[src/rtl/tt_fpga_adapter.sv]
// Tiny Tapeout board adapter: divided proj_clk, sequenced proj_rst_n, synchronised inputs, registered outputs; TT_ADAPTER_DEBOUNCE_EN adds a proj_ui filter.
// Latency: inputs SYNC_STAGES clk (+DEBOUNCE when filtered), outputs 1 clk; no backpressure, every pin is sampled on every clk.
module tt_fpga_adapter #(
    parameter int WIDTH       = 8,
    parameter int DIV         = 2,
    parameter int SYNC_STAGES = 2,
    parameter int RST_HOLD    = 16,
    parameter int DEBOUNCE    = 4
) (
    input  logic             clk,
    input  logic             rst_n,
    input  logic [WIDTH-1:0] pad_ui,
    output logic [WIDTH-1:0] pad_uo,
    input  logic [WIDTH-1:0] pad_uio_i,
    output logic [WIDTH-1:0] pad_uio_o,
    output logic [WIDTH-1:0] pad_uio_oe,
    output logic             proj_clk,
    output logic             proj_rst_n,
    output logic [WIDTH-1:0] proj_ui,
    input  logic [WIDTH-1:0] proj_uo,
    output logic [WIDTH-1:0] proj_uio_in,
    input  logic [WIDTH-1:0] proj_uio_out,
    input  logic [WIDTH-1:0] proj_uio_oe,
    output logic             locked
);

    localparam int CNT_W  = (DIV > 2) ? $clog2(DIV) : 1;
    localparam int HOLD_W = $clog2(RST_HOLD + 1);
    localparam logic [CNT_W-1:0]  CNT_HALF = CNT_W'(DIV / 2 - 1);
    localparam logic [CNT_W-1:0]  CNT_LAST = CNT_W'(DIV - 1);
    localparam logic [HOLD_W-1:0] HOLD_N   = HOLD_W'(RST_HOLD);
    localparam bit PARAMS_OK = (DIV >= 2) && (DIV % 2 == 0) && (SYNC_STAGES >= 2)
                               && (RST_HOLD >= 1) && (DEBOUNCE >= 1);

    if (!PARAMS_OK) begin : g_illegal_parameters
        // Only elaborated for an unsupported configuration; the block name surfaces it in the hierarchy.
    end

    typedef enum logic [1:0] {
        ST_RESET = 2'd0,
        ST_SYNC  = 2'd1,
        ST_HOLD  = 2'd2,
        ST_RUN   = 2'd3
    } state_t;

    state_t              state_q, state_d;
    logic [CNT_W-1:0]    cnt_q, cnt_d;
    logic [HOLD_W-1:0]   rise_cnt_q, rise_cnt_d;
    logic                proj_clk_q, proj_clk_d;
    logic                proj_rst_n_q, proj_rst_n_d;
    logic [1:0]          rst_sync_q;
    logic                toggle, rise_evt, fall_evt;
    logic [WIDTH-1:0]    ui_sync_q  [SYNC_STAGES];
    logic [WIDTH-1:0]    uio_sync_q [SYNC_STAGES];
    logic [WIDTH-1:0]    pad_uo_q, pad_uio_o_q, pad_uio_oe_q;

    // Toggling at the half and full count gives a 50% duty clock of period DIV.
    assign toggle     = (cnt_q == CNT_HALF) || (cnt_q == CNT_LAST);
    assign cnt_d      = (cnt_q == CNT_LAST) ? '0 : cnt_q + CNT_W'(1);
    assign proj_clk_d = proj_clk_q ^ toggle;
    assign rise_evt   = toggle & ~proj_clk_q;
    assign fall_evt   = toggle & proj_clk_q;

    always_comb begin
        state_d    = state_q;
        rise_cnt_d = rise_cnt_q;
        case (state_q)
            ST_RESET: state_d = ST_SYNC;
            ST_SYNC: begin
                if (rst_sync_q[1]) begin
                    state_d = ST_HOLD;
                end
            end
            ST_HOLD: begin
                // Release only on a falling proj_clk edge so the core never sees reset and a rising edge together.
                if (rise_cnt_q == HOLD_N) begin
                    if (fall_evt) begin
                        state_d = ST_RUN;
                    end
                end else if (rise_evt) begin
                    rise_cnt_d = rise_cnt_q + HOLD_W'(1);
                end
            end
            ST_RUN:  state_d = ST_RUN;
            default: state_d = ST_RESET;
        endcase
    end

    assign proj_rst_n_d = (state_d == ST_RUN);

    always_ff @(posedge clk or negedge rst_n) begin
        if (!rst_n) begin
            state_q      <= ST_RESET;
            cnt_q        <= '0;
            rise_cnt_q   <= '0;
            proj_clk_q   <= 1'b0;
            proj_rst_n_q <= 1'b0;
            rst_sync_q   <= '0;
        end else begin
            state_q      <= state_d;
            cnt_q        <= cnt_d;
            rise_cnt_q   <= rise_cnt_d;
            proj_clk_q   <= proj_clk_d;
            proj_rst_n_q <= proj_rst_n_d;
            rst_sync_q   <= {rst_sync_q[0], 1'b1};
        end
    end

    always_ff @(posedge clk or negedge rst_n) begin
        if (!rst_n) begin
            for (int i = 0; i < SYNC_STAGES; i++) begin
                ui_sync_q[i]  <= '0;
                uio_sync_q[i] <= '0;
            end
        end else begin
            ui_sync_q[0]  <= pad_ui;
            uio_sync_q[0] <= pad_uio_i;
            for (int i = 1; i < SYNC_STAGES; i++) begin
                ui_sync_q[i]  <= ui_sync_q[i-1];
                uio_sync_q[i] <= uio_sync_q[i-1];
            end
        end
    end

    // Data and enable share one register stage so a new enable never meets stale data.
    always_ff @(posedge clk or negedge rst_n) begin
        if (!rst_n) begin
            pad_uo_q     <= '0;
            pad_uio_o_q  <= '0;
            pad_uio_oe_q <= '0;
        end else begin
            pad_uo_q     <= proj_uo;
            pad_uio_o_q  <= proj_uio_out;
            pad_uio_oe_q <= proj_rst_n_q ? proj_uio_oe : '0;
        end
    end

`ifdef TT_ADAPTER_DEBOUNCE_EN
    localparam int DB_W = $clog2(DEBOUNCE + 1);
    localparam logic [DB_W-1:0] DB_LAST = DB_W'(DEBOUNCE - 1);

    logic [DB_W-1:0]  db_cnt_q [WIDTH];
    logic [WIDTH-1:0] db_ui_q;

    always_ff @(posedge clk or negedge rst_n) begin
        if (!rst_n) begin
            db_ui_q <= '0;
            for (int i = 0; i < WIDTH; i++) begin
                db_cnt_q[i] <= '0;
            end
        end else begin
            for (int i = 0; i < WIDTH; i++) begin
                if (ui_sync_q[SYNC_STAGES-1][i] == db_ui_q[i]) begin
                    db_cnt_q[i] <= '0;
                end else if (db_cnt_q[i] == DB_LAST) begin
                    db_ui_q[i]  <= ui_sync_q[SYNC_STAGES-1][i];
                    db_cnt_q[i] <= '0;
                end else begin
                    db_cnt_q[i] <= db_cnt_q[i] + DB_W'(1);
                end
            end
        end
    end

    assign proj_ui = db_ui_q;
`else
    assign proj_ui = ui_sync_q[SYNC_STAGES-1];
`endif

    assign proj_uio_in = uio_sync_q[SYNC_STAGES-1];
    assign proj_clk    = proj_clk_q;
    assign proj_rst_n  = proj_rst_n_q;
    assign locked      = (state_q == ST_RUN);
    assign pad_uo      = pad_uo_q;
    assign pad_uio_o   = pad_uio_o_q;
    assign pad_uio_oe  = pad_uio_oe_q;

endmodule

[config.mk]
export PLATFORM = sky130hd
export DESIGN_NAME = tt_fpga_adapter
export DESIGN_NICKNAME = d
export VERILOG_FILES = /design/src/rtl/tt_fpga_adapter.sv
export SDC_FILE = /design/constraint.sdc
export NUM_CORES = 1
export LEC_CHECK = 0
export ABC_CLOCK_PERIOD_IN_PS = 2800
export BUFFER_PORTS_ARGS = -buffer_cell sky130_fd_sc_hd__buf_2
export CORE_UTILIZATION = 50
export DETAILED_ROUTE_END_ITERATION = 10
export GPL_TIMING_DRIVEN = 0
export PLACE_DENSITY = 0.79
export RECOVER_POWER = 50
export SYNTH_ARGS = -nofsm -noshare
export SYNTH_HDL_FRONTEND = slang
export SYNTH_SLANG_ARGS = --single-unit
[constraint.sdc]
create_clock -name clk -period 2.8 [get_ports clk]
set_clock_uncertainty 0.2 [all_clocks]
set_input_delay 0.56 -clock clk [delete_from_list [all_inputs] [get_ports clk]]
set_output_delay 0.56 -clock clk [all_outputs]
set_load 0.005 [all_outputs]
==> results of run 1 <==
metal layers:
layer | routed length [microns] | vias up | global-route usage
met5 | 0 | - | 0
met4 | 69 | 0 | 0.122
met3 | 217 | 7 | 0.0655
met2 | 1900 | 38 | 0.296
met1 | 1300 | 552 | 0.185
li1 | - | 547 | -
flip-flops by register name, indices dropped and copies added, names as in the netlist:
name	flops
uio_sync_q	8
pad_uio_oe	8
pad_uo	8
proj_rst_n	1
state_q	2
ui_sync_q	8
rst_sync_q	2
proj_clk	1
proj_uio_in	8
rise_cnt_q	5
proj_ui	8
pad_uio_o	8
path summary, 6_finish.rpt:
| path | cells after the start | startpoint | to |
|---|---|---|---|
| worst max-delay path | 2 | state_q[0] | locked |
| worst min-delay path | 1 | pad_ui[4] | ui_sync_q[12] |
| worst max register to register | 5 | rise_cnt_q[0] | state_q[0] |
| worst min register to register | 0 | uio_sync_q[11] | proj_uio_in[3] |
| max in group asynchronous | 1 | rst_n | pad_uo[2] |
| min in group asynchronous | 1 | rst_n | ui_sync_q[14] |
worst max-delay path, delay by kind of cell, from the launching register on:
family                 cells  cell delay (ns)
AND/OR/NAND/NOR            1             0.20
buffers and inverters      1             0.12
flip-flops                 1             0.44
area by class of cell:
type / count / area (sq um) / area share
Timing Repair Buffer: 84 / 420 / 0.153
Clock inverter: 4 / 72.6 / 0.0263
Buffer: 16 / 120 / 0.0436
Clock buffer: 12 / 155 / 0.0563
Multi-Input combinational cell: 31 / 236 / 0.0858
Inverter: 4 / 15.0 / 0.00545
Sequential cell: 67 / 1680 / 0.608
Tap cell: 48 / 60.1 / 0.0218
cells in the mapped netlist:
library cell | n | share of area
a31oi_1 | 1 | 0.0031
nand2_1 | 2 | 0.0037
and4bb_2 | 2 | 0.012
and2_1 | 8 | 0.024
a21oi_1 | 1 | 0.0024
xnor2_1 | 4 | 0.017
ha_1 | 2 | 0.012
dfrtp_1 | 67 | 0.82
and2_2 | 1 | 0.0037
nand4bb_1 | 1 | 0.0055
nand3_1 | 3 | 0.0073
nor2_1 | 1 | 0.0018
inv_1 | 4 | 0.0073
nand2_2 | 1 | 0.0031
nor3b_2 | 1 | 0.0061
a211oi_1 | 1 | 0.0037
buf_4 | 16 | 0.059
conb_1 | 1 | 0.0018
mux2_4 | 1 | 0.0073
power by group through the flow:
| stage | Combinational (mW) | Sequential [mW] | Clock, mW |
|---|---|---|---|
| 5_1_grt | 0.255 | 1.15 | 0.946 |
| 6_report | 0.228 | 1.14 | 0.873 |
| 3_3_place_gp | 0.220 | 1.15 | 0 |
| 4_1_cts | 0.236 | 1.14 | 0.894 |
| 2_1_floorplan | 0.109 | 1.15 | 0 |
| 3_5_place_dp | 0.234 | 1.16 | 0 |
kinds of logic after synthesis:
family,Yosys count,synth area share
mux,1,0.00733
other cells,1,0.00183
simple gates,20,0.0678
xor+xnor,4,0.0171
compound gates,3,0.00916
buf+inv,20,0.0660
fa+ha+maj,2,0.0122
flops,67,0.819
through the flow:
step | cell area, sq um | cells
3_3_place_gp | 2530 | 250
5_1_grt | 2760 | 266
4_1_cts | 2760 | 266
3_5_place_dp | 2530 | 250
6_report | 2760 | 266
2_1_floorplan | 2050 | 118
==> flow_summary.yaml, run 1 <==
outcome:
  status: "complete, but fails checks"
  violations: "max-capacitance violations, max-slew violations"
power_and_ir_drop:
  power_mw: 2.24
  pwr-share-comb: 0.102
  irDropWorstVdd_mv: 0.501
  p_seq_frac: 0.508
  powerDensity_nw_per_um2: 813
  switchingPower_uw: 486
  pwr-share-clk: 0.390
  leakagePower_nw: 1.41
  p_sw_frac: 0.217
  internal-power_mw: 1.75
floorplanning:
  core_area_sq_um: 3800
  io_pins: 85
  die_w_microns: 66.0
  start_util: 0.539
  rows: 22
  dieArea_sq_um: 4360
  die_y_microns: 66.0
sta:
  setup_viol: 0
  period_needed_ns: 1.83
  grt_setup_unrepaired: "no"
  finalCritPeriodShare: 0.655
  finalHoldViolCount: 0
  slew_headroom: -0.0243
  setup_tns_ns: 0
  whs_ns: 0.141
  final_max_slew_viol_count: 68
  worstMarginPinSlew_ns: 1.54
  fmax_mhz: 545
  setup_ws_ns: 0.965
clock_network:
  clockBufferDepth: 2
  cts_tree: "yes"
  clk-insertion-delay-late_ns: 0.32
  cts_buffers: 9
  cts_sinks: 67
  cts_root_buf: "clkbuf_8"
  cts_resized: 0
  postCtsSetupBuffers: 0
  htree_num_levels: 3
  path_clk_slew_ns: 0.07
  ctsHoldBuffers: 0
synthesis:
  avgSynthCellArea_sq_um: 17.4
  synth.distinct_cells: 19
  yosys_warnings: 0
  synthCells: 118
  ys_seq_area_frac: 0.819
  ys_ff_latch: 67
  netlist_area_sq_um: 2050
  synth_nets: 162
placed_design:
  dpl.hpwl_mm: 2.55
  gp_congestion: 0.769
  portBuffers: 84
  place_ws_ns: 0.774
layout:
  nFillCells: 265
  drive_gt1_frac: 0.555
  mostFrequentLayoutCells: "83 x buf_2, 67 x dfrtp_1, 16 x buf_4"
  layout.nets: 257
  final_core_util: 0.726
  final_common_cell: "buf_2"
  antenna_cells: 0
  syn_to_final_growth_pct: 34.6
global_routing:
  grt_pass1_wl_mm: 5.17
  antenna_found_initial: 0
  gr-usage-all-layers: 0.178
  grt_max_degree: 68
  grt_pass1_vias: 1125
  grt_overflow: 0
hold_path:
  hold_path_class: "input port to register"
worst_setup_path:
  slowest_stage: "dfrtp_1"
  worstPathMaxFanout: 7
  startpoint_type: "register"
  crit_arrival_ns: 1.07
  path_class: "register to output pin"
  rrSetupSlack_ns: 1.25
  cp.required_ns: 2.04
  crit_path_max_incr_delay_ns: 0.44
  critPathCaptureType: "output pin"
  cp_cell_sequence: "and2_2 > buf_2"
route:
  firstDrtPassIters: 3
  vias: 1144
  drcViolationCount: 0
  wl_per_cell_microns: 13.1
  first_iter_violations: 59
  vias_per_cell: 4.30
  drt-total-wl_mm: 3.49
  ant_nets: 0
flow_run:
  drv_cap: 1
(Power assumes the default switching activity.)
==> run 2, diff against run 1 <==
--- a/config.mk
+++ b/config.mk
@@ -5,12 +5,12 @@
 export SDC_FILE = /design/constraint.sdc
 export NUM_CORES = 1
 export LEC_CHECK = 0
-export ABC_CLOCK_PERIOD_IN_PS = 2800
+export ABC_CLOCK_PERIOD_IN_PS = 1850
 export BUFFER_PORTS_ARGS = -buffer_cell sky130_fd_sc_hd__buf_2
-export CORE_UTILIZATION = 50
+export CORE_UTILIZATION = 46
 export DETAILED_ROUTE_END_ITERATION = 10
 export GPL_TIMING_DRIVEN = 0
-export PLACE_DENSITY = 0.79
+export PLACE_DENSITY = 0.73
 export RECOVER_POWER = 50
 export SYNTH_ARGS = -nofsm -noshare
 export SYNTH_HDL_FRONTEND = slang
==> constraint.sdc (replaced) <==
create_clock -name clk -period 1.85 [get_ports clk]
set_clock_uncertainty 0.2 [all_clocks]
set_input_delay 0.37 -clock clk [delete_from_list [all_inputs] [get_ports clk]]
set_output_delay 0.37 -clock clk [all_outputs]
set_load 0.005 [all_outputs]
==> run 2 against run 1 <==
Net effect:
- the flow now finishes without violations
- non-clock buffer count increased by 33
- via count increased by 17%
- sequential share of layout area decreased by 5.8 points
- combinational power increased by 72%
- global-route usage increased by 1.8 points
- critical path type unchanged
==> flow_summary.yaml, run 2 (synthesis results as in run 1) <==
outcome:
  status: "finished clean"
layout:
  instances_no_fill: 301
  syn_to_final_growth_pct: 48.7
  layout.nets: 290
  final_core_util: 0.735
  final_area_sq_um: 3050
  mostFrequentLayoutCells: "67 x dfrtp_1, 64 x buf_2, 33 x dlygate4sd3_1"
  antenna_cells: 0
  drive_gt1_frac: 0.398
  final_common_cell: "dfrtp_1"
route:
  ant_nets: 0
  drcViolationCount: 0
  wl_per_cell_microns: 13.5
  vias_per_cell: 4.43
  drt-total-wl_mm: 4.08
  vias: 1333
  first_iter_violations: 31
  firstDrtPassIters: 4
worst_setup_path:
  crit_buf_inv: 1
  path_class: "register to output pin"
  worstPathMaxFanout: 7
  cp.required_ns: 1.28
  crit_family: "flip-flops"
  reg2reg_depth: 5
  crit_arrival_ns: 1.09
  rrSetupSlack_ns: 0.28
  slowest_stage: "dfrtp_1"
  crit_path_max_incr_delay_ns: 0.45
  r2r-start: "rise_cnt_q[0]"
  reg2reg_to: "state_q[0]"
  startpoint_type: "register"
  cp_cell_sequence: "and2_2 > buf_2"
  critPathCaptureType: "output pin"
global_routing:
  grt_pass1_vias: 1331
  gr-usage-all-layers: 0.196
  grt_pass1_wl_mm: 6.05
  grt_max_degree: 68
  antenna_found_initial: 0
  grt_overflow: 0
power_and_ir_drop:
  power_mw: 3.38
  powerDensity_nw_per_um2: 1110
  leakagePower_nw: 1.49
  irDropWorstVdd_mv: 0.817
sta:
  setup_ws_ns: 0.192
  setup_viol: 0
  whs_ns: 0.0542
  worstMarginPinSlew_ns: 0.788
  finalCritPeriodShare: 0.896
  final_max_slew_viol_count: 0
  slew_headroom: 0.474
  setup_tns_ns: 0
  finalHoldViolCount: 0
  grt_setup_unrepaired: "no"
  fmax_mhz: 603
  period_needed_ns: 1.66
hold_path:
  hold_path_end: "pad_uio_oe[1]"
  whs_path_depth: 2
  hold_path_class: "input port to register"
  min_from: "proj_uio_oe[1]"
placed_design:
  portBuffers: 84
  gp_congestion: 0.658
  place_inst: 252
  place_ws_ns: -0.0249
  dpl_cell_area_sq_um: 2530
  dpl.hpwl_mm: 2.37
clock_network:
  cts_sinks: 67
  cts_root_buf: "clkbuf_8"
  cts_buffers: 9
  cts_resized: 0
  path_clk_slew_ns: 0.07
  htree_num_levels: 3
  postCtsSetupBuffers: 0
  clockBufferDepth: 2
  clk-insertion-delay-late_ns: 0.33
  cts_tree: "yes"
floorplanning:
  start_util: 0.494
  io_pins: 85
  rows: 23
  die_w_microns: 68.7
  core_area_sq_um: 4140
  die_y_microns: 68.7
  dieArea_sq_um: 4720
flow_run:
  drv_cap: 0
==> run 2: worst max path at each step <==
stage          slack, ns       endpoint           from  cells past startpoint
5_1_grt             0.13         locked     state_q[0]                      2
2_1_floorplan       0.41  rise_cnt_q[1]  rise_cnt_q[0]                      5
6_report            0.19         locked     state_q[0]                      2
3_5_place_dp       -0.02   pad_uio_o[4]          rst_n                      1
4_1_cts             0.17         locked     state_q[0]                      2
3_3_place_gp        0.08   pad_uio_o[6]          rst_n                      1
==> run 2: cell type report <==
cell class	instances	area [sq um]
sequential	67	1680
clock buffer	11	131
fill	292	1100
timing repair buffer	117	729
multi-input combinational	31	234
tap	50	62.6
inverter	4	15.0
clock inverter	5	77.6
buffer	16	120
==> run 2: timing repair <==
item / CTS / global route
hold buffers: 32 / 1
endpoints found under the setup margin: 0 / 0
endpoints found under the hold margin: 32 / 53
==> run 2: power by group <==
group / leakage, nW / internal, mW / switching, mW
sequential: 0.782 / 1.62 / 0.109
clock: 0.103 / 0.755 / 0.505
combinational: 0.603 / 0.240 / 0.154
==> run 2: metal layers <==
layer	track usage	wire length, microns	part of all wire	up-vias
li1	-	-	-	610
met1	0.190	1450	0.36	656
met2	0.359	2280	0.56	59
met3	0.0938	295	0.072	8
met4	0.0689	48	0.012	0
met5	0	0	0	-
==> run 2: worst reg2reg max path: cells and delay by family (launching register included) <==
kind / cells / cell delay (ns)
and+or+nand+nor: 1 / 0.25
AOI/OAI and AO/OA: 2 / 0.31
buffers and inverters: 1 / 0.06
DFF: 1 / 0.41
adders and majority gates: 1 / 0.21
